$ cat src/rtl/bcd_scan_display.sv
// Multiplexed N-digit 7-segment scanner: snapshots digit codes on load and
// time-shares one segment bus with dead time, leading-zero blanking and blink.
module bcd_scan_display #(
    parameter int N_DIGITS       = 4,
    parameter int SCAN_DIV       = 50000,
    parameter int BLINK_FRAMES   = 64,
    parameter bit SEG_ACTIVE_LOW = 1'b1,
    parameter bit AN_ACTIVE_LOW  = 1'b1
) (
    input  logic                    clk,
    input  logic                    rst,
    input  logic [4*N_DIGITS-1:0]   digits_in,
    input  logic                    load,
    input  logic                    blank_lz,
    input  logic [N_DIGITS-1:0]     blink_en,
    output logic [6:0]              seg,
    output logic [N_DIGITS-1:0]     an,
    output logic                    frame_done
);

    localparam int IDX_W = (N_DIGITS > 1) ? $clog2(N_DIGITS) : 1;
    localparam int DIV_W = $clog2(SCAN_DIV);
    localparam int FRM_W = (BLINK_FRAMES > 1) ? $clog2(BLINK_FRAMES) : 1;

    localparam logic [IDX_W-1:0]    IDX_LAST = IDX_W'(N_DIGITS - 1);
    localparam logic [DIV_W-1:0]    DIV_LAST = DIV_W'(SCAN_DIV - 1);
    localparam logic [FRM_W-1:0]    FRM_LAST = FRM_W'(BLINK_FRAMES - 1);
    localparam logic [6:0]          SEG_OFF  = SEG_ACTIVE_LOW ? 7'h7F : 7'h00;
    localparam logic [N_DIGITS-1:0] AN_OFF   = AN_ACTIVE_LOW ? {N_DIGITS{1'b1}} : {N_DIGITS{1'b0}};

    logic [3:0]          shadow [N_DIGITS];
    logic [IDX_W-1:0]    idx;
    logic [DIV_W-1:0]    div_cnt;
    logic [FRM_W-1:0]    frame_cnt;
    logic                blink_phase;

    logic                slot_end;
    logic                frame_end;
    logic                nonzero_above;
    logic [N_DIGITS-1:0] suppress;
    logic [6:0]          lit;
    logic [N_DIGITS-1:0] an_on;
    logic [6:0]          seg_next;
    logic [N_DIGITS-1:0] an_next;

    // Lit pattern {a..g} in active-high form; codes 12..15 are blank.
    function automatic logic [6:0] decode(input logic [3:0] code);
        case (code)
            4'd0:    decode = 7'b1111110;
            4'd1:    decode = 7'b0110000;
            4'd2:    decode = 7'b1101101;
            4'd3:    decode = 7'b1111001;
            4'd4:    decode = 7'b0110011;
            4'd5:    decode = 7'b1011011;
            4'd6:    decode = 7'b1011111;
            4'd7:    decode = 7'b1110000;
            4'd8:    decode = 7'b1111111;
            4'd9:    decode = 7'b1111011;
            4'd10:   decode = 7'b0000001;
            4'd11:   decode = 7'b1000111;
            default: decode = 7'b0000000;
        endcase
    endfunction

    assign slot_end  = (div_cnt == DIV_LAST);
    assign frame_end = slot_end && (idx == IDX_LAST);

    // A digit is a leading zero only if it and every more significant digit are 0.
    always_comb begin
        suppress      = '0;
        nonzero_above = 1'b0;
        for (int k = N_DIGITS - 1; k >= 1; k--) begin
            if (shadow[k] != 4'd0) begin
                nonzero_above = 1'b1;
            end
            suppress[k] = blank_lz && !nonzero_above;
        end
    end

    always_comb begin
        lit   = decode(shadow[idx]);
        an_on = '0;
        if (suppress[idx] || (!blink_phase && blink_en[idx])) begin
            lit = 7'b0000000;
        end
        if (div_cnt != '0) begin
            an_on[idx] = 1'b1;
        end else begin
            lit = 7'b0000000;
        end
        seg_next = lit ^ SEG_OFF;
        an_next  = an_on ^ AN_OFF;
    end

    // Outputs are registered from the pre-edge state, so they trail the scan by one cycle.
    always_ff @(posedge clk) begin
        if (rst) begin
            for (int k = 0; k < N_DIGITS; k++) begin
                shadow[k] <= 4'hF;
            end
            idx         <= '0;
            div_cnt     <= '0;
            frame_cnt   <= '0;
            blink_phase <= 1'b1;
            seg         <= SEG_OFF;
            an          <= AN_OFF;
            frame_done  <= 1'b0;
        end else begin
            if (load) begin
                for (int k = 0; k < N_DIGITS; k++) begin
                    shadow[k] <= digits_in[4*k +: 4];
                end
            end
            seg        <= seg_next;
            an         <= an_next;
            frame_done <= frame_end;
            if (slot_end) begin
                div_cnt <= '0;
                idx     <= (idx == IDX_LAST) ? '0 : idx + 1'b1;
            end else begin
                div_cnt <= div_cnt + 1'b1;
            end
            if (frame_end) begin
                if (frame_cnt == FRM_LAST) begin
                    frame_cnt   <= '0;
                    blink_phase <= ~blink_phase;
                end else begin
                    frame_cnt <= frame_cnt + 1'b1;
                end
            end
        end
    end

endmodule

$ cat config.mk
export PLATFORM = sky130hd
export DESIGN_NAME = bcd_scan_display
export DESIGN_NICKNAME = d
export VERILOG_FILES = /design/src/rtl/bcd_scan_display.sv
export SDC_FILE = /design/constraint.sdc
export NUM_CORES = 1
export LEC_CHECK = 0
export BUFFER_PORTS_ARGS = -buffer_cell sky130_fd_sc_hd__buf_2
export CORE_UTILIZATION = 25
export CTS_BUF_LIST = sky130_fd_sc_hd__clkbuf_8
export DETAILED_ROUTE_END_ITERATION = 10
export HOLD_SLACK_MARGIN = 0.1
export PLACE_DENSITY_LB_ADDON = 0.3
export SLEW_MARGIN = 15
export SYNTH_ARGS = -nofsm -noshare
export SYNTH_HDL_FRONTEND = slang
export SYNTH_SLANG_ARGS = --single-unit
$ cat constraint.sdc
create_clock -name clk -period 2.65 [get_ports clk]
set_clock_uncertainty 0.1 [all_clocks]
set_input_delay 0.265 -clock clk [delete_from_list [all_inputs] [get_ports clk]]
set_output_delay 0.265 -clock clk [all_outputs]
set_load 0.02 [all_outputs]
# Word-level counts from Yosys, hierarchy flattened
# Memories as Yosys holds them, arrays and structs flattened. A register that Yosys moved wholly into a read port is not among the register bits.
# Cells that the tools add are included.
# op_classes
addsub	3
n_mul	0
div	0
magnitude_cmp	2
n_eq_ne	3
shifts	0
n_mux	25
bitwise_logic	7
n_reduce_logical	17
# op_table
op	n
$mux 4	5
$add 16x1->16 const B	1
$eq 16x16->1 const B	1
$reduce_bool 16->1	1
$mux 7	2
$reduce_bool 4->1	3
$mux 1	11
$not 7->7	1
$add 6x1->6 const B	1
$eq 6x6->1 const B	1
$logic_and 1x1->1	6
$mux 2	3
$mux 6	1
$bmux 1 s2	2
$logic_not 1->1	4
$not 4->4	1
$or 1x1->1	4
$lt 2x3->1 const B	1
$add 2x1->2 const B	1
$demux 1 s2	1
$eq 2x2->1 const B	1
$ge 2x1->1 const B	1
$reduce_and 2->1	1
$reduce_or 2->1	1
other kinds (2)	2
# totals
ff_bits	37
latchBits	0
ramBits	16
rom_bits	112
input_bits	24
out_inout_bits	12
elab_cells	66
n_memories	2
# mem_list
memory	words	word_bits	read_ports	rd_clocked_by_memory_dff	wr	line_no	text
(no name shown)	16	7	1	0	0	48	case (code)
shadow	4	4	4	1	4	31	logic [3:0] shadow [N_DIGITS];

# Depth between registers and ports, before layout
# An unclocked memory read counts as a cell.
# depth
depth_word	13
mapped_depth	7
mapped_depth_nobuf	7

# Worst setup path before layout
# OpenSTA, ideal clock, no wires.
# synth_timing
kind	register to register
from	register with a tool-made name
to	register seg[6]
setup_time_ns	0.148
arrival_time_ns	1.708
t_required_ns	2.402
setup_slack_ns	0.694
path_stages_with_launch	6
n_path_buf	0
period_less_slack_ns	1.956
path_cell_list	dfxtp_1 > mux4_1 > ha_1 > mux2_4 > mux2i_1 > nand4_1
# synth_rtl
item	line_no	text
end signal, assigned	114	seg <= seg_next;
end, declared	16	output logic [6:0] seg,

# Worst setup path after layout
# layout_timing
from	register div_cnt[0]
to	register blink_phase
# layout_between
elab_chain_cells	3
# layout_rtl
item	line_no	text
start, declared	33	logic [DIV_W-1:0] div_cnt;
start signal, assigned	121	div_cnt <= div_cnt + 1'b1;
$eq 16x16->1	65	assign slot_end = (div_cnt == DIV_LAST);
$logic_and 1x1->1	66	assign frame_end = slot_end && (idx == IDX_LAST);
$reduce_and 2->1 (no source line)	-	
end signal, assigned	126	blink_phase <= ~blink_phase;
end, declared	35	logic blink_phase;
# Every way passes these cells.
# A chain may end at the register's enable or synchronous reset.

==> impl_metrics.json <==
{
  "outcome": "finished, final reports clean",
  "dr.pass1.iters": 4,
  "final_common_cell": "dfxtp_1",
  "cts_tree": "yes",
  "globalRouteTotalUtil_pct": 9.95,
  "antenna_found_initial": 0,
  "hold_class": "primary input to register",
  "rsz0062_at_grt": "false",
  "gp_congestion": 0.782,
  "placedCellCount": 416,
  "critPathCaptureType": "register",
  "syn2layout_area_growth_pct": 19.0,
  "fin_nets": 333,
  "synth_nets": 288,
  "crit_chain": "ha_1 > and4_1 > nand4_1 > buf_4 > or4_1 > nand3_1",
  "grt_overflow": 0,
  "clkSinkCount": 55,
  "ys.flop_type": "dfxtp_1",
  "layout_common_cells": "dfxtp_1, buf_2, nand2_1",
  "drc_errors": 0,
  "cpPeakStageDelay_ns": 0.47,
  "power.density_nw_per_um2": 494,
  "yosysUniqueCellTypes": 50,
  "vias_per_cell": 4.50,
  "row_count": 37,
  "p_leak_nw": 1.14,
  "setup_violations": 0,
  "utilization_pct": 30.6,
  "clkLatencyLatePin_ns": 0.31,
  "syn_area_um2": 2640,
  "grt_start_max_net_pins": 20,
  "fin_crit_ns": 2.17,
  "routedWlPerCell_um": 12.0,
  "drive_gt1_share_pct": 18.2,
  "grt_pass1_vias": 1891,
  "initial_utilization_pct": 25.7,
  "synth_cells": 251,
  "setup_ws_ns": 0.482,
  "io_buffers": 35,
  "drt_iter0_drc": 76,
  "hpwl_mm": 3.87,
  "worstMarginPinSlew_ns": 0.530,
  "final.setup.tns_ns": 0,
  "postCtsHoldBufs": 9,
  "die_area_um2": 11000,
  "ys_ff_latch": 55,
  "drv_cap": 0,
  "final_antenna_net_count": 0,
  "total_power_mw": 1.55,
  "worstPathMaxFanout": 8,
  "die_h_um": 105,
  "slowest_stage": "or4_1",
  "htree_num_levels": 2,
  "yosys_warnings": 0,
  "dieWidth_um": 105,
  "pin_count": 36,
  "root_buffer": "clkbuf_8",
  "post-place-ws_ns": 0.499,
  "grt_pass1_wl_mm": 8.75,
  "crit_path_start_kind": "register",
  "path_class": "register to register",
  "crit_family": "simple AND/OR/NAND/NOR gates",
  "synth_edf_count": 16,
  "clk_pin_slew_worst_paths_ns": 0.11,
  "coreArea_um2": 10300,
  "postCtsResizedCells": 0,
  "wl_mm": 5.19,
  "period_share_pct": 81.8,
  "crit_buf_inv": 1,
  "critical_path_required_ns": 2.80,
  "diodes": 0,
  "fmax_ghz": 0.461,
  "cp_data_arrival_time_ns": 2.32,
  "ys_seq_area_share_pct": 47.8,
  "drv_slew": 0,
  "ir_drop_uv": 225,
  "fin_area_um2": 3140,
  "cts_made_buffers": 5,
  "cts_buffer_depth": 2,
  "async_reset_ff_share_pct": 0,
  "dpl_cell_area_um2": 2960,
  "holdWs_ns": 0.110,
  "relSlewSlack_pct": 64.5,
  "syn_area_per_cell_um2": 10.5,
  "fin_cells": 433,
  "cts_setup_buffers": 0,
  "vias": 1950,
  "hold_viol": 0
}
==> where the power goes <==
group | internal (mW) | switching, mW
clock network | 0.193 | 0.290
logic | 0.0714 | 0.0826
registers | 0.899 | 0.0163
total | 1.16 | 0.389
==> cell families (layout without fill, tap and decap cells) <==
group                    after synthesis  count (layout)  synth area share [%]
adder cells (fa/ha/maj)               13              13                  6.16
AND/OR/NAND/NOR                      112             112                  24.5
AO/OA/AOI/OAI                         27              27                  6.73
flip-flops                            55              55                  47.8
multiplexers                          11              11                  7.21
XOR/XNOR                              12              12                  3.98
buffers and inverters                 21              67                  3.60
==> registers in the layout (all words and copies together) (netlist names), named ones only <==
signal	count
div_cnt	16
blink_phase	1
an	4
frame_done	1
shadow	16
frame_cnt	6
seg	7
idx	2
==> per-layer routing <==
metal,GRT usage (%),part of all wire (%)
met4,3.62,0.77
met5,0,0
met1,13.6,53
met2,15.3,42
met3,2.31,3.4
==> synthesized netlist by cell type (2+ instances only) <==
| cell | n | area (um2) |
|---|---|---|
| ha_1 | 13 | 163 |
| inv_1 | 11 | 41.3 |
| a21oi_1 | 11 | 55.1 |
| or3_1 | 2 | 12.5 |
| mux2i_1 | 4 | 40.0 |
| o2111ai_1 | 2 | 17.5 |
| nor3_1 | 5 | 25.0 |
| or4_1 | 4 | 30.0 |
| clkbuf_1 | 3 | 11.3 |
| nor2_1 | 16 | 60.1 |
| nand2b_1 | 16 | 100 |
| o21ai_0 | 3 | 15.0 |
| nand4b_1 | 3 | 26.3 |
| nor4_1 | 7 | 43.8 |
| xor2_1 | 5 | 43.8 |
| xnor2_1 | 7 | 61.3 |
| mux4_2 | 2 | 45.0 |
| nand3_1 | 13 | 65.1 |
| edfxtp_1 | 16 | 480 |
| buf_2 | 4 | 20.0 |
| nand4_1 | 5 | 31.3 |
| mux4_1 | 3 | 78.8 |
| and4_1 | 5 | 43.8 |
| o31ai_1 | 3 | 22.5 |
| nor2b_1 | 4 | 25.0 |
| dfxtp_1 | 39 | 781 |
| and3_1 | 5 | 31.3 |
| nand2_1 | 18 | 67.6 |
==> area by class of cell <==
class | instances | area, um2
clock inverter | 3 | 25.0
clock buffer | 5 | 68.8
fill | 1102 | 7140
inverter | 12 | 45.0
sequential | 55 | 1260
tap | 136 | 170
multi-input combinational | 175 | 1280
timing repair buffer | 47 | 288
==> worst paths after layout <==
| check | start | end | slack [ns] | cells past startpoint |
|---|---|---|---|---|
| setup / recovery | div_cnt[0] | blink_phase | 0.48 | 6 |
| hold / removal | digits_in[11] | shadow[2][3] | 0.11 | 2 |
| setup reg to reg | div_cnt[0] | blink_phase | 0.48 | 6 |
| hold reg to reg | div_cnt[15] | div_cnt[15] | 0.40 | 2 |
Note: power is estimated with default switching activity, not from simulation.
